===== src/rtl/uart_ram_ctrl.sv =====
// Packet sequencer between UART RX, a byte-wide RAM and UART TX.
// Write packet: AA addr len data*len. Read packet: 55 addr len, bytes returned over TX.
module uart_ram_ctrl #(
   parameter int AW      = 8,
   parameter int TIMEOUT = 2604000
) (
   input  logic          clk,
   input  logic          rst_n,
   input  logic [7:0]    rx_data,
   input  logic          rx_int,
   output logic          ram_we,
   output logic [AW-1:0] ram_addr,
   output logic [7:0]    ram_wdata,
   input  logic [7:0]    ram_rdata,
   output logic [7:0]    tx_data,
   output logic          tx_start,
   input  logic          tx_busy,
   output logic          busy,
   output logic          err
);

   localparam int TW = $clog2(TIMEOUT + 1);

   typedef enum logic [3:0] {
      IDLE, W_ADDR, W_LEN, W_DATA, R_ADDR, R_LEN, RD, RD_WAIT, TX_GO, TX_HOLD
   } state_t;

   state_t          state_q, state_d;
   logic            rx_int_q;
   logic [AW-1:0]   addr_q, addr_d;
   logic [AW-1:0]   ram_addr_q, ram_addr_d;
   logic [7:0]      cnt_q, cnt_d;
   logic [7:0]      tx_data_q, tx_data_d;
   logic [TW-1:0]   timer_q, timer_d;
   logic            hold_q, hold_d;
   logic            byte_v;
   logic            timed;
   logic            timeout;

   assign byte_v  = rx_int_q & ~rx_int;
   assign timed   = state_q inside {W_ADDR, W_LEN, W_DATA, R_ADDR, R_LEN};
   assign timeout = timed && !byte_v && (timer_q == TW'(TIMEOUT - 1));

   always_ff @(posedge clk or negedge rst_n) begin
      if (!rst_n) begin
         state_q    <= IDLE;
         rx_int_q   <= 1'b0;
         addr_q     <= '0;
         ram_addr_q <= '0;
         cnt_q      <= '0;
         tx_data_q  <= '0;
         timer_q    <= '0;
         hold_q     <= 1'b0;
      end else begin
         state_q    <= state_d;
         rx_int_q   <= rx_int;
         addr_q     <= addr_d;
         ram_addr_q <= ram_addr_d;
         cnt_q      <= cnt_d;
         tx_data_q  <= tx_data_d;
         timer_q    <= timer_d;
         hold_q     <= hold_d;
      end
   end

   always_comb begin
      state_d    = state_q;
      addr_d     = addr_q;
      ram_addr_d = ram_addr_q;
      cnt_d      = cnt_q;
      tx_data_d  = tx_data_q;
      hold_d     = 1'b0;
      ram_we     = 1'b0;
      ram_wdata  = 8'h00;
      ram_addr   = ram_addr_q;
      tx_start   = 1'b0;
      err        = 1'b0;

      case (state_q)
         IDLE: begin
            if (byte_v && rx_data == 8'hAA) state_d = W_ADDR;
            else if (byte_v && rx_data == 8'h55) state_d = R_ADDR;
         end
         W_ADDR: begin
            if (byte_v) begin
               addr_d  = rx_data[AW-1:0];
               state_d = W_LEN;
            end
         end
         R_ADDR: begin
            if (byte_v) begin
               addr_d  = rx_data[AW-1:0];
               state_d = R_LEN;
            end
         end
         W_LEN: begin
            if (byte_v) begin
               cnt_d   = rx_data;
               state_d = (rx_data == 8'h00) ? IDLE : W_DATA;
            end
         end
         R_LEN: begin
            if (byte_v) begin
               cnt_d   = rx_data;
               state_d = (rx_data == 8'h00) ? IDLE : RD;
            end
         end
         W_DATA: begin
            // Write is issued combinationally in the strobe cycle itself
            if (byte_v) begin
               ram_we     = 1'b1;
               ram_wdata  = rx_data;
               ram_addr   = addr_q;
               ram_addr_d = addr_q;
               addr_d     = addr_q + AW'(1);
               cnt_d      = cnt_q - 8'd1;
               if (cnt_q == 8'd1) state_d = IDLE;
            end
         end
         RD: begin
            ram_addr   = addr_q;
            ram_addr_d = addr_q;
            state_d    = RD_WAIT;
         end
         RD_WAIT: begin
            tx_data_d = ram_rdata;
            state_d   = TX_GO;
         end
         TX_GO: begin
            if (!tx_busy) begin
               tx_start = 1'b1;
               state_d  = TX_HOLD;
            end
         end
         TX_HOLD: begin
            // Transmitter may not have raised tx_busy yet; ignore it for two cycles
            hold_d = 1'b1;
            if (hold_q) begin
               hold_d  = 1'b0;
               addr_d  = addr_q + AW'(1);
               cnt_d   = cnt_q - 8'd1;
               state_d = (cnt_q == 8'd1) ? IDLE : RD;
            end
         end
         default: state_d = IDLE;
      endcase

      if (timeout) begin
         err     = 1'b1;
         state_d = IDLE;
      end
   end

   always_comb begin
      timer_d = timer_q + TW'(1);
      if (byte_v || !timed || state_d != state_q) timer_d = '0;
   end

   assign tx_data = tx_data_q;
   assign busy    = (state_q != IDLE);

endmodule


===== config.mk =====
export PLATFORM = sky130hd
export DESIGN_NAME = uart_ram_ctrl
export DESIGN_NICKNAME = d
export VERILOG_FILES = /design/src/rtl/uart_ram_ctrl.sv
export SDC_FILE = /design/constraint.sdc
export NUM_CORES = 1
export LEC_CHECK = 0
export ABC_AREA = 1
export CORE_AREA = 2 2 111 135
export CTS_BUF_LIST = sky130_fd_sc_hd__clkbuf_8
export CTS_CLUSTER_DIAMETER = 40
export DETAILED_ROUTE_END_ITERATION = 7
export DIE_AREA = 0 0 113 137
export GPL_TIMING_DRIVEN = 0
export SLEW_MARGIN = 20
export SYNTH_ARGS = -nofsm -noshare
export SYNTH_HDL_FRONTEND = slang
export SYNTH_SLANG_ARGS = --single-unit

===== constraint.sdc =====
create_clock -name clk -period 2.7 [get_ports clk]
set_clock_uncertainty 0.15 [all_clocks]
set_input_delay 0.54 -clock clk [delete_from_list [all_inputs] [get_ports clk]]
set_output_delay 0.54 -clock clk [all_outputs]
set_load 0.05 [all_outputs]

After elaboration in Yosys (flattened, before gate mapping). Index checks and enable logic that the tools add are counted.

Add/sub/neg operators: 3. Eq/ne operators: 18. Mux-type cells: 34. Bitwise operators: 2. Reduce and logical (&&, ||, !) cells: 18.

Operators with widths (count): $mux 8 (8); $pmux 8 s3 (2); $mux 4 (11); $pmux 4 s10 (1); $add 22x1->22 const B (1); $eq 22x22->1 const B (1); $mux 22 (1); $eq 4x3->1 const B (4); $pmux 8 s2 (1); $add 8x1->8 const B (1); $eq 4x2->1 const B (2); $eq 4x4->1 const B (2); $eq 8x1->1 const B (1); $eq 8x7->1 const B (1); $eq 8x8->1 const B (1); $logic_not 8->1 (1); $reduce_and 4->1 (2); $sub 8x1->8 const B (1); $mux 1 (7); $mux 3 (2); $reduce_bool 3->1 (2); $reduce_bool 5->1 (1); $eq 4x1->1 const B (1); $logic_and 1x1->1 (4); other kinds (11) (16).

Bits in registers: 60. Input port bits: 20. Output and inout port bits: 28. Word-level logic and storage cells: 83.

Longest topological paths before layout. Gate-level depths: netlist of the first run.

Depth after elaboration: 10. Mapped depth: 16. Gate-level depth less buffers: 15.

Least setup slack after synthesis of the first run. No wires, ideal clock.

Kind: input port to output port. Start: input port rx_int. End: output port ram_addr[2]. Arrival: 2.925 ns. Data required time: 2.010 ns. Slack: -0.915 ns. Cell stages on the path: 8. Buffers on the path: 1. Cell sequence: inv_1 -> nand2_2 -> nor2_1 -> inv_1 -> nand2_1 -> buf_2 -> nor2_1 -> a21oi_1.

Cells in the longest elaborated chain, start to end: 4.

Ends and longest elaborated chain: start, declared (RTL line 10) `input logic rx_int,`; $not 1->1 (RTL line 40) `assign byte_v = rx_int_q & ~rx_int;`; $and 1x1->1 (RTL line 40); $mux 8; $pmux 8 s2 (RTL line 79) `case (state_q)`; end, declared (RTL line 12) `output logic [AW-1:0] ram_addr,`.

Every way passes these cells.

Worst setup path in the final report of the first run.
Start: register state_q[3]. End: output port ram_we.

Cells in the longest elaborated chain, start to end: 2.

Ends and longest elaborated chain: start, declared (RTL line 28) `state_t state_q, state_d;`; start signal, assigned (RTL line 55) `state_q <= state_d;`; $eq 4x2->1 (RTL line 79); $mux 1 (RTL line 79); end, declared (RTL line 11) `output logic ram_we,`.

Every way passes these cells.

==> results of run 1 <==
## critical path, stage by stage (launching register included)
cell           delay (ns)
dfrtp_2              0.45
nor2_4               0.16
nand2_4              0.08
nor2_4               0.14
buf_4                0.13
buf_4                0.10
dlygate4sd2_1        0.53
## layout by cell type, fill, tap and decap left out, drive strengths merged
cell	Yosys	routed
nand2	108	108
nor2	83	83
inv	63	63
dfrtp	60	60
nand3	29	29
o21ai	28	28
buf	4	27
clkdlybuf4s50	0	25
xor2	19	19
clkbuf	2	19
a21oi	12	12
nor3	10	10
mux2	10	10
nand4	9	9
dlygate4sd2	0	6
ha	4	4
nor4	3	3
xnor2	3	3
clkinv	1	3
o22a	2	2
dlymetal6s2s	0	2
nor3b	1	1
a31oi	1	1
o21a	1	1
a22o	1	1
o31ai	1	1
clkinvlp	0	1
dlygate4sd3	0	1
clkdlybuf4s15	0	1
## cell families (layout without fill, tap and decap cells)
| logic type | count (synthesis) | count (layout) | synth area share [%] |
|---|---|---|---|
| and+or+nand+nor | 243 | 243 | 31.8 |
| buffers and inverters | 70 | 148 | 8.01 |
| xor gates and xnor gates | 22 | 22 | 5.51 |
| adders and majority gates | 4 | 4 | 1.43 |
| muxes | 10 | 10 | 3.22 |
| AOI/OAI and AO/OA | 46 | 46 | 7.08 |
| DFF | 60 | 60 | 42.9 |
## through the flow
| stage | total power (uW) | setup WS, ns | cell area [um2] | util [%] | instances |
|---|---|---|---|---|---|
| after floorplan | 3320 | 0.0105 | 3560 | - | 455 |
| after global placement | 3990 | -1.11 | 4250 | 30.0 | 677 |
| after detailed placement | 4040 | -1.06 | 4280 | 30.2 | 678 |
| after CTS | 4910 | 0.00236 | 4590 | 32.4 | 702 |
| after global routing | 5330 | -0.0164 | 4670 | 33.0 | 708 |
| final | 4960 | 0.0783 | 4670 | 33.0 | 708 |
## repair_timing
action	4_1_cts	5_1_grt
pin swaps	3	4
gates cloned	1	0
endpoints found under the hold margin	17	0
setup buffers	6	6
hold buffers	1	0
setup endpoints to repair	19	39
gates resized for setup	84	22
## state kept, by name, indices dropped and copies added (netlist names)
| name | count |
|---|---|
| addr_q | 8 |
| cnt_q | 8 |
| hold_q | 1 |
| ram_addr_q | 8 |
| rx_int_q | 1 |
| state_q | 4 |
| timer_q | 22 |
| tx_data | 8 |
## power by group through the flow
stage	clock, uW	sequential [uW]	combinational, uW
CTS	819	1370	2720
floorplan	0	1560	1760
finish	785	1380	2790
global route	847	1410	3080
detailed placement	0	1370	2660
global placement	0	1370	2620
## layout make-up
| type | count | area share [%] |
|---|---|---|
| Timing Repair Buffer | 62 | 13.0 |
| Inverter | 64 | 5.25 |
| Sequential cell | 60 | 32.3 |
| Clock inverter | 3 | 0.429 |
| Clock buffer | 13 | 3.83 |
| Buffer | 6 | 1.18 |
| Multi-Input combinational cell | 325 | 39.4 |
| Tap cell | 175 | 4.69 |
## routing by layer
metal | wire (um) | GRT usage (%) | share of wire (%)
met5 | 0 | 0 | 0
met4 | 209 | 4.95 | 2.4
met3 | 413 | 3.10 | 4.7
met2 | 4300 | 20.3 | 49
met1 | 3790 | 13.5 | 44
## final timing paths
kind                       startpoint           to  slack, ns  cells after the start
max                        state_q[3]       ram_we       0.08                      6
min                            rx_int     rx_int_q       0.21                      1
max reg2reg                  rx_int_q   timer_q[9]       0.51                     15
min reg2reg                timer_q[0]   timer_q[0]       0.32                      1
max in group asynchronous       rst_n   state_q[2]       1.43                      3
min in group asynchronous       rst_n  timer_q[14]       0.46                      2
==> impl_metrics.yaml, run 1 <==
logic_synthesis:
  ys_ff_latch: 60
  synth_area_um2: 3500
  synth.most_common_cell: "nand2_1"
  synth-async-reset-ratio_pct: 100
  yosys-top-cells-area: "dfrtp_1 (43%), nand2_1 (11%), nor2_1 (6.3%)"
  yosysWarnings: 0
  synthFlopType: "dfrtp_1"
  netlist_instances: 455
  synth.distinct_cells: 30
  synthTopCellsByCount: "nand2_1 (99), dfrtp_1 (60), nor2_1 (59)"
  yosysSeqAreaShare_pct: 42.9
  synth_edf_count: 0
  synth_top_cell_by_area: "dfrtp_1"
  synth_top_area_share_pct: 42.9
  syn_avg_cell_area_um2: 7.69
  syn_nets: 479
run_status:
  violations: "DRC"
  status: "complete, but fails checks"
floorplanning:
  core_area_um2: 14200
  row_count: 48
  die_h_um: 137
  die_area_um2: 15500
  start_util_pct: 24.7
  die_x_um: 113
  io_pins: 48
sta:
  finalCritPeriodShare_pct: 97.1
  min_period_ns: 2.62
  slew_viol_final: 0
  relSlewSlack_pct: 66.1
  fmax_mhz: 381
  hold_viol: 0
  finalSetupTns_ns: 0
  hold-worst-slack_ns: 0.207
  tightest_slew_ns: 0.507
  finalSetupViolations: 0
detailed_routing:
  drt_iter0_drc: 161
  drt_pre_antenna_iters: 7
  routed_wl_mm: 8.71
  post-route-drc-count: 5
  postRouteAntennaNets: 0
  vias_per_cell: 4.47
  vias: 3168
  wl_per_cell_um: 12.3
clocking:
  clk-insertion-delay-late_ns: 0.34
  cts_inserted_buffers: 9
  cts-root-buf: "clkbuf_8"
  cts_htree_levels: 3
  clkTransAtPathRegs_ns: 0.07
  cts_tree: "yes"
  cts_num_sinks: 60
  cts.path.max_buffers: 2
power:
  leakagePower_uw: 0.00213
  pwr-share-seq_pct: 27.8
  p_int_uw: 2590
  combinationalPowerShare_pct: 56.4
  ir_drop_mv: 0.325
  sw_frac_of_total_pct: 47.7
  p_switching_uw: 2360
  p_clk_share_pct: 15.8
  powerDensity_nw_per_um2: 1060
flow_run:
  drv_cap: 0
final_layout:
  num-fill-cells: 1516
  diodes: 0
  syn_to_final_growth_pct: 33.5
  multiInputGateArea_um2: 1840
  drive_above_1_share_pct: 22.7
  seqCellArea_um2: 1510
  nNetsFinal: 552
critical_path:
  cp-start-kind: "flop"
  worstPathRequired_ns: 2.01
  path_class: "reg -> out"
  critPathMaxFanout: 3
  critPathArrivalTime_ns: 1.93
  endpoint_kind: "output pin"
grt:
  grt_max_degree: 44
  grt_pass1_wl_mm: 14.4
  grt_use_total_pct: 11.7
  grt_pass1_vias: 3144
  antenna_found_initial: 0
  grt.overflow.total: 0
placed_design:
  dp_hpwl_mm: 6.50
  gp_congestion: 0.890
  port_buffers: 47
min_path:
  hold_path_class: "in -> reg"
No activity file was read; power rests on OpenSTA's default activity.
==> inputs of run 2 (changes only) <==
--- a/config.mk
+++ b/config.mk
@@ -6,6 +6,7 @@
 export NUM_CORES = 1
 export LEC_CHECK = 0
 export ABC_AREA = 1
+export ABC_CLOCK_PERIOD_IN_PS = 2700
 export CORE_AREA = 2 2 111 135
 export CTS_BUF_LIST = sky130_fd_sc_hd__clkbuf_8
 export CTS_CLUSTER_DIAMETER = 40
==> results of run 2 <==
Same layout as run 1: the final DEF is identical, and so are final timing and power.
==> inputs of run 3 (changes only) <==
--- a/config.mk
+++ b/config.mk
@@ -6,7 +6,6 @@
 export NUM_CORES = 1
 export LEC_CHECK = 0
 export ABC_AREA = 1
-export ABC_CLOCK_PERIOD_IN_PS = 2700
 export CORE_AREA = 2 2 111 135
 export CTS_BUF_LIST = sky130_fd_sc_hd__clkbuf_8
 export CTS_CLUSTER_DIAMETER = 40
@@ -17,3 +16,4 @@
 export SYNTH_ARGS = -nofsm -noshare
 export SYNTH_HDL_FRONTEND = slang
 export SYNTH_SLANG_ARGS = --single-unit
+export TNS_END_PERCENT = 30
==> run 3 against run 2 <==
The flow still finishes with violations (DRC). Hold slack worse by 0.00068 ns. Maximum frequency hardly changed. Via count is 0.32% lower. Global-route usage unchanged. Power barely moved. Count of clock-buffer cells in the layout stayed put. Combinational power barely moved. Clock power is essentially flat. Critical path depth unchanged. Cell count did not move. Sequential cell count unchanged. Largest cell class unchanged.
==> impl_metrics.yaml, run 3 (synthesis results as in run 1) <==
critical_path:
  critPathArrivalTime_ns: 1.93
  cp_num_cells: 6
  crit_chain: "nor2_4 -> nand2_4 -> nor2_4 -> buf_4 -> buf_4 -> dlygate4sd2_1"
  path_class: "reg -> out"
  cp_top_family: "buffers and inverters"
  reg2reg_from: "rx_int_q"
  worstPathRequired_ns: 2.01
  worstPathBufferInverterCount: 3
  worst_r2r_endpoint: "timer_q[9]"
  critPathMaxFanout: 3
  critPathMaxStageDelay_ns: 0.53
  cp_slowest_cell: "dlygate4sd2_1"
  cp-start-kind: "flop"
  endpoint_kind: "output pin"
  crit_path_start: "state_q[3]"
  reg2reg_depth: 15
  cp-endpoint: "ram_we"
  reg2reg_slack_ns: 0.51
sta:
  slew_viol_final: 0
  finalSetupTns_ns: 0
  fmax_mhz: 381
  finalSetupViolations: 0
  relSlewSlack_pct: 66.2
  hold_viol: 0
  rsz0062_at_grt: "yes"
  hold-worst-slack_ns: 0.206
  tightest_slew_ns: 0.506
  finalCritPeriodShare_pct: 97.1
  min_period_ns: 2.62
flow_run:
  drv_cap: 0
grt:
  grt_pass1_vias: 3144
  antenna_found_initial: 0
  grt_max_degree: 44
  grt_use_total_pct: 11.7
  grt_pass1_wl_mm: 14.4
  grt.overflow.total: 0
final_layout:
  num-fill-cells: 1514
  syn_to_final_growth_pct: 33.4
  regMostFlops: "timer_q"
  fin_area_um2: 4670
  drive_above_1_share_pct: 22.5
  final_common_cell: "nand2_1"
  largest_reg_flops: 22
  nNetsFinal: 552
  final_cell_mix: "nand2_1 (98), dfrtp_1 (56), inv_1 (55)"
  diodes: 0
placed_design:
  dp_hpwl_mm: 6.50
  place_area_um2: 4280
  port_buffers: 47
  gp_congestion: 0.890
clocking:
  cts_inserted_buffers: 9
  clkTransAtPathRegs_ns: 0.07
  cts_htree_levels: 3
  cts.path.max_buffers: 2
  clk-insertion-delay-late_ns: 0.34
  cts-root-buf: "clkbuf_8"
  cts_tree: "yes"
  cts_num_sinks: 60
detailed_routing:
  vias_per_cell: 4.46
  drt_iter0_drc: 153
  wl_per_cell_um: 12.3
  vias: 3158
  postRouteAntennaNets: 0
  post-route-drc-count: 5
  routed_wl_mm: 8.69
  drt_pre_antenna_iters: 7
floorplanning:
  row_count: 48
  die_area_um2: 15500
  core_area_um2: 14200
  die_h_um: 137
  io_pins: 48
  start_util_pct: 24.7
  die_x_um: 113
run_status:
  status: "complete, but fails checks"
  violations: "DRC"
power:
  ir_drop_mv: 0.325
  powerDensity_nw_per_um2: 1060
  leakagePower_uw: 0.00213
min_path:
  hold_path_class: "in -> reg"
run 3: cell count changes in the layout (fill, tap and decap cells not counted):
cell    before  now
nor2_2      26   25
nor2_1      53   54
run 3: routing by layer:
metal / track usage, % / part of all wire [%] / up-vias
li1: - / - / 1593
met1: 13.5 / 43 / 1487
met2: 20.3 / 49 / 63
met3: 3.10 / 4.7 / 15
met4: 4.95 / 2.4 / 0
met5: 0 / 0 / -
run 3: report_power, final:
part,switching [uW],internal (uW),total (uW)
Clock,354,432,786
Combinational,1820,973,2790
Sequential,188,1190,1380
run 3: metrics by stage:
stage | setup slack [ns] | util, % | std cells | power, uW
global placement | -1.11 | 30.0 | 677 | 3990
finish | 0.0778 | 32.9 | 708 | 4960
floorplan | 0.0105 | - | 455 | 3320
CTS | 0.00236 | 32.4 | 702 | 4910
detailed placement | -1.06 | 30.2 | 678 | 4040
global route | -0.0164 | 32.9 | 708 | 5330
run 3: how the worst min path moves through the flow:
stage               cells after the start  startpoint          end  slack [ns]
finish                                  1      rx_int     rx_int_q        0.21
global route                            1      rx_int     rx_int_q        0.20
CTS                                     1  timer_q[0]   timer_q[0]        0.33
detailed placement                      1       rst_n  timer_q[14]        0.29
global placement                        1  timer_q[0]   timer_q[0]        0.31
floorplan                               0       rst_n    addr_q[0]        0.09
run 3: area by class of cell:
type	count	area (um2)	share of cell area (%)
clock inverter	3	20.0	0.429
inverter	64	245	5.25
multi-input combinational	325	1840	39.3
tap	175	219	4.69
timing repair buffer	62	607	13.0
clock buffer	13	179	3.83
sequential	60	1510	32.3
buffer	6	55.1	1.18
run 3: what timing repair did:
| action | CTS | global route |
|---|---|---|
| pin swaps | 3 | 4 |
| gates cloned | 1 | 0 |
| endpoints found under the setup margin | 19 | 39 |
| hold buffers | 1 | 0 |
| hold endpoints to repair | 17 | 0 |
| resized for setup | 84 | 21 |
| buffers inserted | 6 | 6 |
